===== src/rtl/vector_tester.sv =====
// Exhaustive 64-vector driver/checker for a six-input gate network.
// Counts mismatches and records the first failing vector index.
module vector_tester #(
    parameter int unsigned SETTLE       = 3,
    parameter bit          STOP_ON_FAIL = 1'b0
) (
    input  logic       clk,
    input  logic       rst,
    input  logic       start,
    input  logic       y_in,
    output logic       a,
    output logic       b,
    output logic       c,
    output logic       d,
    output logic       e,
    output logic       f,
    output logic       busy,
    output logic       done,
    output logic       pass,
    output logic [6:0] err_count,
    output logic [5:0] first_fail
);

    typedef enum logic [1:0] {
        IDLE,
        RUN,
        DONE
    } state_t;

    localparam logic [3:0] RELOAD = 4'(SETTLE - 1);

    state_t     state, state_nx;
    logic [5:0] v;
    logic [5:0] stim;
    logic [3:0] cnt;
    logic       exp_y;
    logic       accept;
    logic       sample;
    logic       mismatch;
    logic       last;
    logic       stop_now;

    assign {a, b, c, d, e, f} = stim;
    assign exp_y = ~(~(a & b) & (c & ~b & d) & ~(e | f));

    assign busy = (state == RUN);
    assign done = (state == DONE);
    assign pass = done & (err_count == 7'd0);

    always_comb begin
        state_nx = state;
        accept   = start && (state != RUN);
        sample   = (state == RUN) && (cnt == 4'd0);
        // 4-state compare so an X/Z response counts as a failure
        mismatch = sample && (y_in !== exp_y);
        last     = sample && (v == 6'd63);
        stop_now = mismatch && STOP_ON_FAIL;
        unique case (state)
            IDLE, DONE: if (start) state_nx = RUN;
            RUN:        if (last || stop_now) state_nx = DONE;
            default:    state_nx = IDLE;
        endcase
    end

    always_ff @(posedge clk) begin
        if (rst) begin
            state      <= IDLE;
            v          <= 6'd0;
            stim       <= 6'd0;
            cnt        <= 4'd0;
            err_count  <= 7'd0;
            first_fail <= 6'd0;
        end else begin
            state <= state_nx;
            if (accept) begin
                v          <= 6'd0;
                stim       <= 6'd0;
                cnt        <= RELOAD;
                err_count  <= 7'd0;
                first_fail <= 6'd0;
            end else if (sample) begin
                if (mismatch) begin
                    if (err_count != 7'd64) err_count <= err_count + 7'd1;
                    if (err_count == 7'd0) first_fail <= v;
                end
                if (last || stop_now) begin
                    stim <= 6'd0;
                    cnt  <= 4'd0;
                end else begin
                    v    <= v + 6'd1;
                    stim <= v + 6'd1;
                    cnt  <= RELOAD;
                end
            end else if (state == RUN) begin
                cnt <= cnt - 4'd1;
            end
        end
    end

endmodule


===== config.mk =====
export PLATFORM = sky130hd
export DESIGN_NAME = vector_tester
export DESIGN_NICKNAME = d
export VERILOG_FILES = /design/src/rtl/vector_tester.sv
export SDC_FILE = /design/constraint.sdc
export NUM_CORES = 1
export LEC_CHECK = 0
export BUFFER_PORTS_ARGS = -buffer_cell sky130_fd_sc_hd__buf_2
export CORE_UTILIZATION = 45
export DETAILED_ROUTE_END_ITERATION = 12
export GPL_TIMING_DRIVEN = 0
export HOLD_SLACK_MARGIN = 0.1
export PLACE_DENSITY = 0.7
export SLEW_MARGIN = 15
export SYNTH_ARGS = -nofsm -noshare
export SYNTH_HDL_FRONTEND = slang
export SYNTH_SLANG_ARGS = --single-unit

===== constraint.sdc =====
create_clock -name clk -period 1.8 [get_ports clk]
set_clock_uncertainty 0.1 [all_clocks]
set_input_delay 0.27 -clock clk [delete_from_list [all_inputs] [get_ports clk]]
set_output_delay 0.27 -clock clk [all_outputs]
set_load 0.05 [all_outputs]

; After elaboration in Yosys (flattened, before gate mapping)
; Index checks and enable logic that the tools add are counted.
[op_classes]
add_sub_neg = 3
n_eq_ne = 8
mux = 8
bitwise = 12
reduce_logical = 15
[op_table]
columns = op, n
row1 = two-way mux 2 bit, 4
row2 = two-way mux 4 bit, 2
row3 = "adder 7 x 1 -> 7 bit, second input constant", 1
row4 = logical NOT 7 bit, 1
row5 = "!= test 7 bit, second input constant", 1
row6 = "adder 6 x 1 -> 6 bit, second input constant", 1
row7 = AND 1 bit, 6
row8 = "equality test 6 bit, second input constant", 1
row9 = two-way mux 6 bit, 1
row10 = AND reduction 3 bit, 2
row11 = NOT 1 bit, 5
row12 = logical AND 1 bit, 4
row13 = logical NOT 4 bit, 1
row14 = "!= test 2 x 1 -> 1 bit, second input constant", 2
row15 = one-hot mux 2 bit (2 select lines), 1
row16 = AND reduction 2 bit, 2
row17 = OR reduction 2 bit, 2
row18 = "subtractor 4 x 1 -> 4 bit, second input constant", 1
row19 = nonzero test 3 bit, 1
row20 = "equality test 2 x 1 -> 1 bit, second input constant", 1
row21 = "equality test 2 bit, second input constant", 1
row22 = logical NOT 2 bit, 1
row23 = "!= test 2 bit, second input constant", 1
row24 = nonzero test 2 bit, 1
row25 = other kinds (2), 2
[totals]
reg_bits = 31
input_bits = 4
out_inout_bits = 22
elab_cells = 53

; Logic depth before layout (Yosys ltp)
; Gate-level depths: netlist of run 1.
[depth]
depth_word = 9
depth_mapped = 7
mapped_depth_nobuf = 5

; Worst setup path before layout of run 1
; No wires, ideal clock.
[synth_path]
path_type = reg-to-output
startpoint = reg err_count[0]
endpoint = out pass
arrival_time_ps = 2161
required_ps = 1430
setup_slack_ps = -731
stages_incl_launch_ff = 5
path_buffers = 0
cell_sequence = dfxtp_1 inv_1 ha_1 nand4b_1 nor3b_1
[synth_via]
elab_chain_cells = 2
[synth_rtl]
columns = element, line_no
row1 = "start, declared", 20  ; output logic [6:0] err_count,
row2 = "start signal, assigned", 83  ; if (err_count != 7'd64) err_count <= err_count + 7'd1;
row3 = logical NOT 7 bit, 48  ; assign pass = done & (err_count == 7'd0);
row4 = AND 1 bit, 48
row5 = "end, declared", 19  ; output logic pass,
; No other way between the ends.

; Worst setup path after layout of run 1
[layout_path]
startpoint = reg err_count[1]
endpoint = out pass
; Same word-level chain as after synthesis.

==> results of run 1 <==
power by group:
group          total (W)  internal (W)  switching (W)  leakage [nW]
registers       0.000712      0.000696      0.0000155         0.257
logic           0.000194     0.0000699       0.000124         0.437
clock network   0.000468      0.000230       0.000238        0.0386
total            0.00137      0.000996       0.000378         0.732
metal layers:
| metal | routed length, µm | part of all wire, % | track usage [%] | vias up |
|---|---|---|---|---|
| met5 | 0 | 0 | 0 | - |
| met4 | 75 | 2.0 | 8.766 | 0 |
| met3 | 157 | 4.2 | 5.882 | 7 |
| met2 | 1865 | 50 | 37.89 | 32 |
| met1 | 1606 | 43 | 23.41 | 689 |
| li1 | - | - | - | 717 |
synthesized netlist by cell type (all sizes together), types with 3 or more instances:
cell type	number
nor4	8
xnor2	4
buf	6
nand2	30
inv	8
a21oi	14
dfxtp	31
a211oi	3
and3	3
or3	3
ha	4
nand2b	6
mux2i	13
nand3	7
nor2	7
nor3	5
o21ai	3
per-stage QoR:
| stage | setup WS (ps) | std cells |
|---|---|---|
| after floorplan | 10.83 | 177 |
| after global placement | -48.18 | 248 |
| after detailed placement | -142.5 | 248 |
| after CTS | -90.09 | 265 |
| after global routing | -140.6 | 265 |
| final | -71.67 | 265 |
what timing repair did:
| item | CTS | global route |
|---|---|---|
| buffers inserted | 8 | 1 |
| endpoints found under the hold margin | 3 | 0 |
| hold buffers | 1 | 0 |
| setup endpoints to repair | 12 | 16 |
| resized for setup | 16 | 14 |
| pin swaps | 4 | 7 |
cell type report:
class                      count  area [µm²]
tap                           46       57.56
sequential                    31       641.9
fill                         297        1316
multi-input combinational    131       970.9
timing repair buffer          35       212.7
buffer                         6       31.28
inverter                       8       37.54
clock buffer                   8       68.82
kinds of logic after synthesis:
kind of cell               Yosys count  synth area share [%]
xor gates and xnor gates             4                 2.220
DFF                                 31                 39.33
adders and majority gates            4                 3.172
AOI/OAI and AO/OA                   28                 11.18
muxes                               14                 8.961
buffers and inverters               15                 4.440
and+or+nand+nor                     81                 30.69
state kept, by name, summed over array words and instances (netlist names):
signal,count
err_count,7
first_fail,6
stim,6
v,6
cnt,4
state,2
worst min-delay path by stage:
stage,from,cells after the start,end
floorplan,rst,1,state[0]$_SDFFE_PP0P_
global placement,stim[5]$_SDFFE_PP0P_,2,stim[5]$_SDFFE_PP0P_
detailed placement,stim[5]$_SDFFE_PP0P_,2,stim[5]$_SDFFE_PP0P_
CTS,start,3,state[0]$_SDFFE_PP0P_
global route,start,3,state[0]$_SDFFE_PP0P_
finish,start,3,state[0]$_SDFFE_PP0P_
placed cells by master (no fill, tap or decap), types with 2 or more instances in the layout:
master / netlist / routed
clkbuf_1: 1 / 2
a211oi_1: 3 / 3
nor3_1: 4 / 4
xnor2_1: 4 / 4
clkbuf_4: 0 / 5
buf_2: 5 / 28
dfxtp_1: 31 / 20
buf_4: 0 / 9
nor4_2: 0 / 4
or3_1: 3 / 3
inv_4: 0 / 3
nand3_1: 6 / 6
buf_6: 1 / 2
nand2b_1: 5 / 5
nor2_1: 7 / 5
nor4_1: 6 / 2
o31ai_1: 2 / 2
nor4_4: 2 / 2
mux2i_1: 13 / 13
dfxtp_4: 0 / 3
clkbuf_8: 0 / 2
o21ai_0: 3 / 3
ha_4: 0 / 2
nor2_2: 0 / 2
dfxtp_2: 0 / 8
inv_1: 7 / 5
a21oi_1: 14 / 13
and3_4: 2 / 2
nand2_1: 30 / 30
nand4b_1: 2 / 2
nand4_1: 2 / 2
critical path, stage by stage, from the launching register on:
cell and delay, ps:
dfxtp_4 370, inv_4 50, ha_4 120, nand4b_1 210, nor3b_4 230, buf_6 180
==> run metrics, run 1 <==
violated checks setup timing; Total GRT Usage 21.13%; Boundary Pins 26; Port-buffer cells 25; final hold slack 137.2 ps; Post-synth EDFFs 0; H-tree depth 2; achievable frequency 534.3 MHz; grt ovf 0; CTS tree built; DRT antenna net count 0; Final Hold Fails 0; reg2reg end first_fail[3]$_SDFFE_PP0P_; final critical path time including I/O delays and setup 1872 ps; Arr. time, crit path 1500 ps; async set-or-reset flop fraction in the synthesized netlist 0%; worst skew pair latency 340 ps; HPWL after DPL 2625 µm; Synth area leaders dfxtp_1, mux2i_1, nand2_1; status finished, violations left; register area share after synthesis 39.33%; RD Place Congestion 0.8070; Post-Syn Nets 185; Worst Setup Slack, final -71.67 ps; post-synth top area cell dfxtp_1; critical path fanouts, max 2; clk sinks 31; Nets 226; worst r2r path cells 7; Crit. End Element output port; critical path startpoint err_count[1]$_SDFFE_PP0P_; Final Slew Violations 0; final core utilization 60.55%; initial antenna violation count 0; PwrDens 679.7 nW/µm²; Avg Cell Area, Syn 8.914 µm²; ys flop type dfxtp_1; DRC violations left 0; Worst-path clk slew 100 ps; first-pass GRT wire length 5582 µm; number of global-route vias before repair 1286; fin area 2021 µm²; Root Driver clkbuf_4; Final period util 104.0%; Total Wirelength 3704 µm; Critical R2R Launch err_count[1]$_SDFFE_PP0P_; fraction of layout cells with a size suffix above 1 36.99%; Antenna Cells 0; Syn Inst Count 177; largest net degree at the start of global routing 11; initial core utilization 47.28%; Worst VDD drop 0.5679 mV; Placement Rows 21; Leak 0.7323 nW; height of the chip 61.21 µm; Worst Setup EP pass; area growth from synthesis to layout 28.07%; worst hold path type input pin to flop; Max-cap violations 0; Slew @ Worst Pin 515.5 ps; #FFs+latches synth 31; netlist area before placement 1578 µm²; total number of vias 1445; clock buffer count from CTS 5; Synthesis Warnings 0; Clock Path Buffers 2; Worst R2R Setup Slack 20 ps; final setup fails 1; first-pass detailed-route iteration total 4; CP Data Required Time 1430 ps; die area 3747 µm²; RSZ-0062 raised after global routing yes; nature of the critical path startpoint flop; Die X 61.21 µm; Synth cell types 43; core area 3337 µm²; Relative slew margins 65.52%; total negative slack -71.67 ps; Post-Place Cell Area 1782 µm²; critical path class flop to output port; average wire per standard cell 13.98 µm; drt first-iter violations 82; area share of the largest cell type after synthesis 39.33%; Via density 5.453; overall power 0.001374 W
Note: power is estimated with default switching activity, not from simulation.
==> inputs of run 2 (changes only) <==
--- a/config.mk
+++ b/config.mk
@@ -6,11 +6,11 @@
 export NUM_CORES = 1
 export LEC_CHECK = 0
 export BUFFER_PORTS_ARGS = -buffer_cell sky130_fd_sc_hd__buf_2
-export CORE_UTILIZATION = 45
+export CORE_UTILIZATION = 50
 export DETAILED_ROUTE_END_ITERATION = 12
 export GPL_TIMING_DRIVEN = 0
 export HOLD_SLACK_MARGIN = 0.1
-export PLACE_DENSITY = 0.7
+export PLACE_DENSITY = 0.73
 export SLEW_MARGIN = 15
 export SYNTH_ARGS = -nofsm -noshare
 export SYNTH_HDL_FRONTEND = slang
==> constraint.sdc (replaced) <==
create_clock -name clk -period 2.2 [get_ports clk]
set_clock_uncertainty 0.1 [all_clocks]
set_input_delay 0.33 -clock clk [delete_from_list [all_inputs] [get_ports clk]]
set_output_delay 0.33 -clock clk [all_outputs]
set_load 0.05 [all_outputs]
==> run metrics, run 2 (synthesized netlist as in run 1, its figures left out) <==
core area 3028 µm² (-9.3%); Final Slew Violations 0 (unchanged); Crit path largest cell delay 380 ps (about the same); Placement Rows 20 (-4.8%); first-pass detailed-route iteration total 4 (unchanged); PwrDens 595.6 nW/µm² (-12%); RSZ-0062 raised after global routing no; total negative slack 0 ps (+71.67 ps); Relative slew margins 57.13% (-8.4 points); number of flip-flops under the largest register name 7 (unchanged); Clock Path Buffers 2 (unchanged); DRC violations left 0 (unchanged); DRT antenna net count 0 (unchanged); most frequent cells in the layout dfxtp_1, nand2_1, buf_2; nature of the critical path startpoint flop; Slew @ Worst Pin 639.6 ps (+124.0 ps); CP Cell Sequence inv_1, ha_1, nand4b_1, nor3b_2, clkbuf_4; FF/Latch Area 620.6 µm² (-3.3%); Worst VDD drop 0.3949 mV (-30%); drt first-iter violations 42 (-49%); overall power 0.001097 W (-20%); total number of vias 1370 (-5.2%); Total GRT Usage 22.14% (+1.0 points); Critical R2R Launch err_count[0]$_SDFFE_PP0P_; critical path class flop to output port; Hold Path Origin rst; Nets 218 (-3.5%); Fillers 280 (-5.7%); grt ovf 0 (unchanged); fraction of layout cells with a size suffix above 1 23.70% (-13 points); CP Data Required Time 1770 ps (+340 ps); Boundary Pins 26 (unchanged); area growth from synthesis to layout 16.73%; largest net degree at the start of global routing 11 (unchanged); Via density 5.373 (-1.5%); Reg with most FFs err_count; number of global-route vias before repair 1297 (+0.86%); Worst-path clk slew 90 ps (about the same); Leak 0.6831 nW (-6.7%); commonest non-fill, non-tap cell in the layout dfxtp_1; Post-Place Cell Area 1763 µm² (-1.1%); Port-buffer cells 25 (unchanged); Final Hold Fails 0 (unchanged); worst skew pair latency 320 ps (-20 ps); height of the chip 58.18 µm (-5.0%); Root Driver clkbuf_4; final setup fails 0 (-1); RD Place Congestion 0.7855 (-2.7%); Antenna Cells 0 (unchanged); die area 3384 µm² (-9.7%); achievable frequency 496.6 MHz; slowest CP cell dfxtp_1; average wire per standard cell 12.72 µm (-9.0%); final critical path time including I/O delays and setup 2014 ps; HPWL after DPL 2450 µm (-6.7%); Worst R2R Setup Slack 270 ps (+250 ps); Total Wirelength 3243 µm (-12%); worst r2r path cells 6 (-1); Worst Hold End state[0]$_SDFFE_PP0P_; worst hold path stage count 2 (-1); initial antenna violation count 0 (unchanged); initial core utilization 52.11% (+4.8 points); CTS tree built; clock buffer count from CTS 5 (unchanged); H-tree depth 2 (unchanged); Crit. End Element output port; Die X 58.18 µm (-5.0%); Arr. time, crit path 1580 ps (+80 ps); status completed; reg2reg end first_fail[2]$_SDFFE_PP0P_; Final period util 91.54%; worst hold path type input pin to flop; critical path fanouts, max 6 (+4); clk sinks 31 (unchanged); area used by multi-input combinational logic 892.1 µm² (-8.1%); fin area 1842 µm² (-8.9%); first-pass GRT wire length 5699 µm (+2.1%); critical path startpoint err_count[0]$_SDFFE_PP0P_; Max-cap violations 0 (unchanged)
run 2: worst max-delay path by stage:
stage / endpoint / slack, ps / cells after the start
after floorplan: pass / 80 / 4
after global placement: v[3]$_SDFFE_PP0P_ / 360 / 6
after detailed placement: first_fail[3]$_SDFFE_PP0P_ / 340 / 5
after CTS: pass / 70 / 5
after global routing: pass / 50 / 5
final: pass / 190 / 5
run 2: area by class of cell:
cell class,count,area share [%]
multi-input cells,131,48.44
flip-flops and latches,31,33.70
repair buffers,26,7.337
clock buffers,8,3.736
well taps,44,2.989
plain buffers,7,2.174
inverters,8,1.630
run 2: per-stage QoR:
| step | hold slack, ps | cells | util [%] | setup slack [ps] |
|---|---|---|---|---|
| after floorplan | 299.1 | 177 | - | 82.40 |
| after global placement | 341.3 | 246 | 58.22 | 357.4 |
| after detailed placement | 345.3 | 246 | 58.22 | 339.5 |
| after CTS | 102.9 | 254 | 60.50 | 65.64 |
| after global routing | 128.3 | 255 | 60.83 | 54.64 |
| final | 111.3 | 255 | 60.83 | 186.2 |
run 2: metal layers:
layer	up-vias	routed length (µm)	GRT usage, %
met2	31	1537	37.60
met5	-	0	0
met1	634	1507	27.01
met4	0	52	9.184
li1	697	-	-
met3	8	146	4.911
run 2: critical path: cells and delay by family, from the launching register on:
| kind | cells | cell delay [ps] |
|---|---|---|
| adder cells (fa/ha/maj) | 1 | 160 |
| AND/OR/NAND/NOR | 2 | 380 |
| flip-flops | 1 | 380 |
| buffers and inverters | 2 | 340 |
run 2: report_power, final:
part           switching, W  leakage [nW]  internal [W]
logic             0.0000936         0.394     0.0000463
registers         0.0000110         0.251      0.000572
clock network      0.000186        0.0386      0.000188
run 2: what timing repair did:
item	in CTS	in global routing
hold buffers	0	0
setup buffers	0	1
gates resized for setup	0	1
endpoints found under the setup margin	0	1
==> inputs of run 3 (changes only) <==
==> constraint.sdc (replaced) <==
create_clock -name clk -period 2.3 [get_ports clk]
set_clock_uncertainty 0.1 [all_clocks]
set_input_delay 0.345 -clock clk [delete_from_list [all_inputs] [get_ports clk]]
set_output_delay 0.345 -clock clk [all_outputs]
set_load 0.05 [all_outputs]
==> run metrics, run 3 (synthesized netlist as in run 1, its figures left out) <==
Arr. time, crit path 1700 ps (+120 ps); first-pass detailed-route iteration total 4 (unchanged); most frequent cells in the layout dfxtp_1, buf_2, nand2_1; clk sinks 31 (unchanged); Fillers 282 (+0.71%); Final period util 93.26%; Post-Place Cell Area 1763 µm² (unchanged); achievable frequency 466.2 MHz; first-pass GRT wire length 5699 µm (unchanged); Via density 5.402 (+0.54%); Hold Path Origin rst; Post CTS Setup Buffer Count 0 (unchanged); initial core utilization 52.11% (unchanged); worst hold path stage count 2 (unchanged); Total GRT Usage 22.14% (unchanged); Antenna Cells 0 (unchanged); Crit path largest cell delay 380 ps (about the same); Clock Path Buffers 2 (unchanged); Total Wirelength 3235 µm (-0.25%); Die X 58.18 µm (unchanged); CTS tree built; Max-cap violations 0 (unchanged); Final Slew Violations 0 (unchanged); Nets 217 (-0.46%); worst skew pair latency 320 ps (about the same); HPWL after DPL 2450 µm (unchanged); hold_buf cts 0 (unchanged); PwrDens 572.5 nW/µm² (-3.9%); Placement Rows 20 (unchanged); CP Data Required Time 1860 ps (+90 ps); overall power 0.001049 W (-4.4%); commonest non-fill, non-tap cell in the layout dfxtp_1; grt ovf 0 (unchanged); area growth from synthesis to layout 16.10%; worst path bufs/invs 2 (unchanged); Cell Count Post-Placement 246 (unchanged); core area 3028 µm² (unchanged); Slew @ Worst Pin 639.3 ps (-0.2889 ps); total negative slack 0 ps (unchanged); Root Driver clkbuf_4; Finished Layout Cells 254 (-0.39%); fin area 1832 µm² (-0.54%); CP Cell Sequence inv_1, ha_1, nand4b_1, nor3b_2, buf_2; number of flip-flops under the largest register name 7 (unchanged); final setup fails 0 (unchanged); total number of vias 1372 (+0.15%); die area 3384 µm² (unchanged); critical path class flop to output port; slowest CP cell dfxtp_1; number of global-route vias before repair 1297 (unchanged); fraction of layout cells with a size suffix above 1 23.33% (-0.36 points); final critical path time including I/O delays and setup 2145 ps; height of the chip 58.18 µm (unchanged); Crit. End Element output port; Worst-path clk slew 90 ps (about the same); Relative slew margins 57.15% (about the same); post-CTS sizing 0 (unchanged); Port-buffer cells 25 (unchanged); cell family with most CP delay simple AND/OR/NAND/NOR gates; H-tree depth 2 (unchanged); Boundary Pins 26 (unchanged); worst r2r path cells 5 (-1); initial antenna violation count 0 (unchanged); drt first-iter violations 53 (+26%); Worst R2R Setup Slack 420 ps (+150 ps); average wire per standard cell 12.74 µm (+0.15%); largest net degree at the start of global routing 11 (unchanged); RD Place Congestion 0.7855 (unchanged); clock buffer count from CTS 5 (unchanged); Final Hold Fails 0 (unchanged); Reg with most FFs err_count; final core utilization 60.50% (-0.33 points); Leak 0.6784 nW (-0.69%); DRC violations left 0 (unchanged); Worst VDD drop 0.3778 mV (-4.3%); Critical R2R Launch err_count[0]$_SDFFE_PP0P_; status completed; worst hold path type input pin to flop; DRT antenna net count 0 (unchanged); reg2reg end first_fail[2]$_SDFFE_PP0P_; nature of the critical path startpoint flop; critical path fanouts, max 6 (unchanged); RSZ-0062 raised after global routing no; Worst Hold End state[0]$_SDFFE_PP0P_
[run 3: changes by cell type in the layout (fill, tap and decap cells not counted)]
cell      previous run  this run
clkbuf_4             6         5
buf_4                1         0
buf_2               29        30
[run 3: through the flow]
stage	setup slack (ps)	hold WS (ps)
2_1_floorplan	167.4	314.1
3_3_place_gp	457.4	341.3
6_report	155.0	126.3
3_5_place_dp	439.5	345.3
4_1_cts	150.6	117.9
5_1_grt	26.65	143.3
[run 3: power by group]
part	switching [W]	internal (W)	total, W
clock	0.000179	0.000180	0.000358
sequential	0.0000106	0.000547	0.000558
combinational	0.0000892	0.0000436	0.000133
total	0.000278	0.000770	0.00105
[run 3: area by class of cell]
| type | count | area, µm² | share of cell area (%) |
|---|---|---|---|
| flip-flops and latches | 31 | 620.6 | 33.88 |
| repair buffers | 25 | 125.1 | 6.831 |
| well taps | 44 | 55.05 | 3.005 |
| plain buffers | 7 | 40.04 | 2.186 |
| clock buffers | 8 | 68.82 | 3.757 |
| inverters | 8 | 30.03 | 1.639 |
| multi-input cells | 131 | 892.1 | 48.70 |
[run 3: metal layers]
metal,vias up,GRT usage (%),wire length [µm]
li1,695,-,-
met4,0,9.184,52
met5,-,0,0
met1,638,27.01,1501
met2,31,37.60,1534
met3,8,4.911,146
[run 3: worst max path at each step]
stage	start	cells past startpoint	slack, ps	end
floorplan	err_count[0]$_SDFFE_PP0P_	4	170	pass
global placement	v[0]$_SDFFE_PP0P_	6	460	v[3]$_SDFFE_PP0P_
detailed placement	err_count[0]$_SDFFE_PP0P_	5	440	first_fail[3]$_SDFFE_PP0P_
CTS	err_count[0]$_SDFFE_PP0P_	5	150	pass
global route	err_count[0]$_SDFFE_PP0P_	5	30	pass
finish	err_count[0]$_SDFFE_PP0P_	5	150	pass
